==> config.mk <==
export PLATFORM = sky130hd
export DESIGN_NAME = vram_arbiter
export DESIGN_NICKNAME = d
export VERILOG_FILES = /design/src/rtl/vram_arbiter.sv
export SDC_FILE = /design/constraint.sdc
export NUM_CORES = 1
export LEC_CHECK = 0
export CAP_MARGIN = 20
export CELL_PAD_IN_SITES_DETAIL_PLACEMENT = 2
export CELL_PAD_IN_SITES_GLOBAL_PLACEMENT = 2
export CORE_ASPECT_RATIO = 0.75
export CORE_MARGIN = 2
export CORE_UTILIZATION = 28
export CTS_CLUSTER_DIAMETER = 150
export DETAILED_ROUTE_END_ITERATION = 16
export PLACE_DENSITY = 0.89
export SLEW_MARGIN = 0
export SYNTH_ARGS = -nofsm -noshare
export SYNTH_HDL_FRONTEND = slang
export SYNTH_SLANG_ARGS = --single-unit
==> constraint.sdc <==
create_clock -name clk_i -period 1.8 [get_ports clk_i]
set_input_delay 0.36 -clock clk_i [delete_from_list [all_inputs] [get_ports clk_i]]
set_output_delay 0.36 -clock clk_i [all_outputs]
set_load 0.02 [all_outputs]
==> src/rtl/vram_arbiter.sv <==
// Two-requester arbiter for one single-port tile/pixel RAM: display reads always win, updater bursts are capped while video is active.
// Grants are combinational, mem_* registered on the grant edge, rdata/rvalid one edge later; VRAM_ARB_STATS_EN adds grant counters.
module vram_arbiter #(
  parameter int AW         = 12,
  parameter int DW         = 12,
  parameter int BURST_MAX  = 8,
  parameter int STARVE_LIM = 255
) (
  input  logic          clk_i,
  input  logic          rst_n_i,
  input  logic          video_on_i,
  input  logic          disp_req_i,
  input  logic [AW-1:0] disp_addr_i,
  output logic          disp_gnt_o,
  output logic          disp_rvalid_o,
  output logic [DW-1:0] disp_rdata_o,
  input  logic          upd_req_i,
  input  logic          upd_we_i,
  input  logic [AW-1:0] upd_addr_i,
  input  logic [DW-1:0] upd_wdata_i,
  output logic          upd_gnt_o,
  output logic          upd_rvalid_o,
  output logic [DW-1:0] upd_rdata_o,
  output logic          upd_starve_o,
  output logic [AW-1:0] mem_addr_o,
  output logic          mem_we_o,
  output logic [DW-1:0] mem_wdata_o,
  input  logic [DW-1:0] mem_rdata_i
`ifdef VRAM_ARB_STATS_EN
  ,
  output logic [15:0]   stat_disp_cnt_o,
  output logic [15:0]   stat_upd_cnt_o
`endif
);

  localparam int BCW = $clog2(BURST_MAX + 1);
  localparam logic [BCW-1:0] BURST_LIM = BCW'(BURST_MAX);
  localparam logic [7:0]     STARVE_C  = 8'(STARVE_LIM);

  typedef enum logic [1:0] {
    IDLE = 2'd0,
    DISP = 2'd1,
    UPD  = 2'd2
  } state_e;

  state_e         state_q, state_d;
  logic [BCW-1:0] burst_q, burst_d;
  logic [7:0]     wait_q, wait_d;
  logic           starve_q, starve_d;
  logic [AW-1:0]  mem_addr_q, mem_addr_d;
  logic           mem_we_q, mem_we_d;
  logic [DW-1:0]  mem_wdata_q, mem_wdata_d;
  logic           disp_rvalid_q, disp_rvalid_d;
  logic           upd_rvalid_q, upd_rvalid_d;
  logic [DW-1:0]  disp_rdata_q, disp_rdata_d;
  logic [DW-1:0]  upd_rdata_q, upd_rdata_d;
  logic           disp_gnt, upd_gnt;

  always_comb begin
    disp_gnt      = disp_req_i;
    upd_gnt       = upd_req_i && !disp_req_i && (!video_on_i || (burst_q < BURST_LIM));
    state_d       = IDLE;
    burst_d       = burst_q;
    wait_d        = wait_q;
    mem_addr_d    = mem_addr_q;
    mem_we_d      = 1'b0;
    mem_wdata_d   = mem_wdata_q;
    disp_rvalid_d = 1'b0;
    upd_rvalid_d  = 1'b0;
    disp_rdata_d  = disp_rdata_q;
    upd_rdata_d   = upd_rdata_q;

    if (disp_gnt) begin
      state_d    = DISP;
      mem_addr_d = disp_addr_i;
    end else if (upd_gnt) begin
      state_d    = UPD;
      mem_addr_d = upd_addr_i;
      mem_we_d   = upd_we_i;
      if (upd_we_i) mem_wdata_d = upd_wdata_i;
    end

    if (disp_gnt || !video_on_i) burst_d = '0;
    else if (upd_gnt)            burst_d = burst_q + 1'b1;

    if (upd_gnt || !upd_req_i)   wait_d = 8'd0;
    else if (wait_q != 8'hFF)    wait_d = wait_q + 8'd1;

    // The starve flag drops on the edge that serves the request, not a cycle later.
    starve_d = (wait_q >= STARVE_C) && upd_req_i && !upd_gnt;

    // state_q doubles as the return-data tag for the access now on the memory bus.
    disp_rvalid_d = (state_q == DISP);
    upd_rvalid_d  = (state_q == UPD) && !mem_we_q;
    if (disp_rvalid_d) disp_rdata_d = mem_rdata_i;
    if (upd_rvalid_d)  upd_rdata_d  = mem_rdata_i;
  end

  always_ff @(posedge clk_i or negedge rst_n_i) begin
    if (!rst_n_i) begin
      state_q       <= IDLE;
      burst_q       <= '0;
      wait_q        <= 8'd0;
      starve_q      <= 1'b0;
      mem_addr_q    <= '0;
      mem_we_q      <= 1'b0;
      mem_wdata_q   <= '0;
      disp_rvalid_q <= 1'b0;
      upd_rvalid_q  <= 1'b0;
      disp_rdata_q  <= '0;
      upd_rdata_q   <= '0;
    end else begin
      state_q       <= state_d;
      burst_q       <= burst_d;
      wait_q        <= wait_d;
      starve_q      <= starve_d;
      mem_addr_q    <= mem_addr_d;
      mem_we_q      <= mem_we_d;
      mem_wdata_q   <= mem_wdata_d;
      disp_rvalid_q <= disp_rvalid_d;
      upd_rvalid_q  <= upd_rvalid_d;
      disp_rdata_q  <= disp_rdata_d;
      upd_rdata_q   <= upd_rdata_d;
    end
  end

`ifdef VRAM_ARB_STATS_EN
  logic [15:0] stat_disp_q, stat_upd_q;

  always_ff @(posedge clk_i or negedge rst_n_i) begin
    if (!rst_n_i) begin
      stat_disp_q <= 16'd0;
      stat_upd_q  <= 16'd0;
    end else begin
      if (disp_gnt) stat_disp_q <= stat_disp_q + 16'd1;
      if (upd_gnt)  stat_upd_q  <= stat_upd_q + 16'd1;
    end
  end

  assign stat_disp_cnt_o = stat_disp_q;
  assign stat_upd_cnt_o  = stat_upd_q;
`endif

  assign disp_gnt_o    = disp_gnt;
  assign upd_gnt_o     = upd_gnt;
  assign disp_rvalid_o = disp_rvalid_q;
  assign disp_rdata_o  = disp_rdata_q;
  assign upd_rvalid_o  = upd_rvalid_q;
  assign upd_rdata_o   = upd_rdata_q;
  assign upd_starve_o  = starve_q;
  assign mem_addr_o    = mem_addr_q;
  assign mem_we_o      = mem_we_q;
  assign mem_wdata_o   = mem_wdata_q;

endmodule
Yosys cells after proc, flatten, opt, wreduce, memory -nomap -nowiden --
Cells that the tools add are included.
Operators by class: $add $sub $neg 2, order comparisons 2, equality and inequality tests 3, multiplexer cells 10, bitwise gates (word level) 1, reductions and logical operators 17
Operators with widths (count):
- $mux W12 | 2
- $mux W8 | 2
- $add A8 B1 Y8 const B | 1
- $ge A8 B8 Y1 const B | 1
- $mux W4 | 2
- $ne A8 B8 Y1 const B | 1
- $reduce_bool A2 Y1 | 3
- $logic_and A1 B1 Y1 | 5
- $logic_not A1 Y1 | 5
- $add A4 B1 Y4 const B | 1
- $lt A4 B4 Y1 const B | 1
- $mux W2 | 2
- $logic_or A1 B1 Y1 | 3
- $reduce_and A3 Y1 | 1
- $eq A2 B1 Y1 const B | 1
- $eq A2 B2 Y1 const B | 1
- $mux W1 | 2
- $not A1 Y1 | 1
Storage, ports and cells: register bits after elaboration 66, bits of input ports 54

Depth between registers and ports, before layout --
depth in word-level cells 5, mapped depth 5, gate-level depth less buffers 4

Least setup slack after synthesis --
No wires, ideal clock.
kind reg-to-reg, start register mem_we_q, in the netlist mem_we_o, end register upd_rdata_q[10], in the netlist upd_rdata_o[10], library setup time 0.125 ns, data arrival time 1.265 ns, data required time 1.675 ns, slack 0.410 ns, cell stages (with the launch flop) 4, path buffers 1, path through dfrtp_1 nor3b_2 buf_4 mux2_2
On the way: longest elaborated chain between the ends 2
Ends and longest elaborated chain:
- start, declared | line 51 | logic mem_we_q, mem_we_d;
- start signal, assigned | line 118 | mem_we_q <= mem_we_d;
- $logic_not A1 Y1 | line 94 | upd_rvalid_d = (state_q == UPD) && !mem_we_q;
- $logic_and A1 B1 Y1 | line 94
- net upd_rvalid_d | line 54 | logic upd_rvalid_q, upd_rvalid_d;
- end signal, assigned | line 123 | upd_rdata_q <= upd_rdata_d;
- end, declared | line 56 | logic [DW-1:0] upd_rdata_q, upd_rdata_d;
The timed path passes the listed nets, and every way through them passes these cells. A chain may end at the register's enable or synchronous reset.

Worst setup path after layout --
start input port video_on_i, end output port upd_gnt_o
On the way: longest elaborated chain between the ends 3
Ends and longest elaborated chain:
- start, declared | line 11 | input logic video_on_i,
- $logic_not A1 Y1 | line 61 | upd_gnt = upd_req_i && !disp_req_i && (!video_on_i || (burst_q < BURST_LIM));
- $logic_or A1 B1 Y1 | line 61
- $logic_and A1 B1 Y1 | line 61
- end, declared | line 21 | output logic upd_gnt_o,
Every way passes these cells.

==> impl_results.md <==
* First-pass GRT wire length at 13,170 um
* Comb pwr share at 22.7%
* Synth Instances at 200
* Worst-path fanout max at 2
* Finished Core Util at 45.71%
* Largest net degree at the start of global routing at 54
* Netlist Area Pre-Place at 0.002843 mm2
* Placed cells at 442
* Count of final hold-check violations at 0
* Clk sinks at 66
* Switch Pwr at 0.001235 W
* Hpwl dp at 5991 um
* Area growth syn-to-layout at 57.17%
* Busiest grt layer: met2
* I/O Buffers at 107
* RSZ-0062 raised after global routing: no
* Pwr Total at 0.004763 W
* Crit. End Element: primary output
* Min Tclk post-route at 1.737 ns
* Ys async rst share at 100.0%
* Initial core utilization at 29.08%
* Pint at 0.003527 W
* Met1 usage at 17.02%
* Prevailing post-synth register cell: dfrtp_1
* Setup TNS at 0 ns
* CP Data Required Time at 1.44 ns
* Worst-skew pair later-pin latency at 0.33 ns
* Status: completed
* Seq pwr share at 37.2%
* Filler cells at 976
* CTS tree: yes
* Share of cells above drive strength 1 at 29.05%
* Max Cap Viol at 0
* Routed WL at 8161 um
* Initial antenna violation count at 0
* Average wire per standard cell at 17.78 um
* Clock Tree Buf Depth at 2
* Routed Antenna Nets at 0
* Post-CTS Setup Inserts at 0
* FP Rows at 31
* Synth Warn # at 0
* CP arrival at 1.38 ns
* Non-Filler Instances at 459
* Most frequent cells in the layout: clkdlybuf4s50_1 (104), dfrtp_1 (66), mux2_2 (51)
* Chip Height at 91.26 um
* Gr ovfl total at 0
* Core ar. at 0.009774 mm2
* Syn Area/Cell at 14.21 um2
* Gr usage total at 15.90%
* PwrDens at 1066 mW/mm2
* Global Route met2 Usage at 27.23%
* Top cell type's share of synthesized area at 58.10%
* Relative slew slack at 75.87%
* Post-synth top area cell: dfrtp_1
* DR pass1 iterations at 4
* EDFF count, synth at 0
* Slew @ Worst Pin at 0.3620 ns
* Worst Setup Path Type: in -> out
* Top achievable clock speed at 0.5757 GHz
* Synth area leaders: dfrtp_1 (58%), mux2_2 (20%), mux2_4 (4.8%)
* Sequential share of the synthesized area at 58.10%
* GPL Wtd Cong at 0.7465
* Sw Ratio at 25.94%
* Vias in the first global route at 2,421
* Period utilisation layout at 96.51%
* Fin. max-slew vios at 0
* Vias at 2,113
* Met3 Use GR at 8.291%
* H-tree levels at 3
* Multi-input gate area at 0.001104 mm2
* Die area at 0.01098 mm2
* Top-Level Pins at 108
* Mapped Nets at 256
* Most common cell after layout, fill and taps aside: clkdlybuf4s50_1
* Worst hold path type: in -> async
* Register clock-pin slew on the reported worst setup and hold paths at 0.06 ns
* Clk_skew at 0.005728 ns
* FF+latch count, synth at 66
* Number of library cell types mapped by synthesis at 36
* DRC violations left at 0
* Avg Vias per Cell at 4.603
* Post-layout net count at 378
* Peak VDD IR at 518.8 uV
* Die width at 120.3 um
* Final setup fails at 0
* Initial DRC count at 45
* Clk root buf: clkbuf_16
* Worst Setup Start Kind: input pin
* Clk pwr share at 40.0%
* Sequential Area at 0.001652 mm2
* Number of CTS-inserted buffers at 9
* Leak pwr at 1.869 nW
* Diodes inserted at 0
[cell families after synthesis]
group,synth area share [%]
flip-flops,58.10
multiplexers,26.01
AND/OR/NAND/NOR,7.791
AO/OA/AOI/OAI,4.138
buffers and inverters,3.080
adder cells (fa/ha/maj),0.8801
[power groups by stage]
stage | clock network [W] | logic, W | registers [W]
after CTS | 0.00198 | 0.00111 | 0.00178
after floorplan | 0 | 0.000270 | 0.00200
after global placement | 0 | 0.00107 | 0.00178
after detailed placement | 0 | 0.00110 | 0.00180
final | 0.00191 | 0.00108 | 0.00177
after global routing | 0.00204 | 0.00115 | 0.00180
[flip-flops by register name, summed over array words and instances (netlist names)]
name and flops:
upd_starve_o 1, wait_q 8, disp_rdata_o 12, mem_we_o 1, burst_q 4, state_q 2
disp_rvalid_o 1, upd_rvalid_o 1, upd_rdata_o 12, mem_wdata_o 12, mem_addr_o 12
[repair_timing]
item | CTS | global route
hold buffers | 1 | 0
endpoints found under the setup margin | 2 | 0
hold endpoints to repair | 13 | 0
gates resized for setup | 4 | 0
[metal layers]
layer | up-vias | part of all wire (%) | wire [um]
li1 | 966 | - | -
met1 | 1054 | 38 | 3122
met2 | 82 | 51 | 4128
met3 | 11 | 9.9 | 806
met4 | 0 | 1.3 | 104
met5 | - | 0 | 0
[path summary, 6_finish.rpt]
kind	start	endpoint	slack, ns	cells past startpoint
worst max-delay path	video_on_i	upd_gnt_o	0.06	4
worst max register to register	wait_q[0]$_DFFE_PN0P_	wait_q[5]$_DFFE_PN0P_	0.28	4
min in group clk_i	mem_addr_o[0]$_DFFE_PN0P_	mem_addr_o[0]$_DFFE_PN0P_	0.51	1
max in group asynchronous	rst_n_i	mem_addr_o[2]$_DFFE_PN0P_	0.71	3
worst min register to register	mem_addr_o[0]$_DFFE_PN0P_	mem_addr_o[0]$_DFFE_PN0P_	0.51	1
worst min-delay path	rst_n_i	disp_rdata_o[2]$_DFFE_PN0P_	0.48	2
[critical path, stage by stage]
cell and delay, ns:
clkdlybuf4s50_1 0.45, a21o_4 0.22, nor2_1 0.08, clkdlybuf4s15_2 0.26
[area by class of cell]
cell class,count,share of cell area (%)
Inverter,4,0.3360
Clock inverter,6,2.016
Sequential cell,66,36.96
Clock buffer,10,5.349
Timing Repair Buffer,120,26.94
Multi-Input combinational cell,121,24.70
Tap cell,132,3.696
[cells in the mapped netlist, types with 2 or more instances]
| cell | instances |
|---|---|
| mux2_4 | 9 |
| a211oi_1 | 2 |
| nand3_1 | 6 |
| buf_6 | 2 |
| nand2b_1 | 2 |
| ha_1 | 2 |
| o21ai_0 | 2 |
| or3_1 | 2 |
| nand2_1 | 5 |
| dfrtp_1 | 66 |
| mux2i_1 | 3 |
| a21oi_1 | 6 |
| and3_1 | 2 |
| nor2_1 | 5 |
| nor3_1 | 6 |
| buf_4 | 6 |
| mux2_2 | 51 |
| inv_1 | 4 |
| a21oi_2 | 2 |
[per-stage QoR]
step | hold WS, ns | worst slack (ns) | area (um2)
after floorplan | 0.06441 | 0.4098 | 2843
after global placement | 0.2724 | -0.2455 | 4129
after detailed placement | 0.2863 | -0.2959 | 4129
after CTS | 0.4762 | 0.04265 | 4468
after global routing | 0.4982 | 0.01894 | 4468
final | 0.4762 | 0.06287 | 4468
Power figures use the tool's default switching activity.
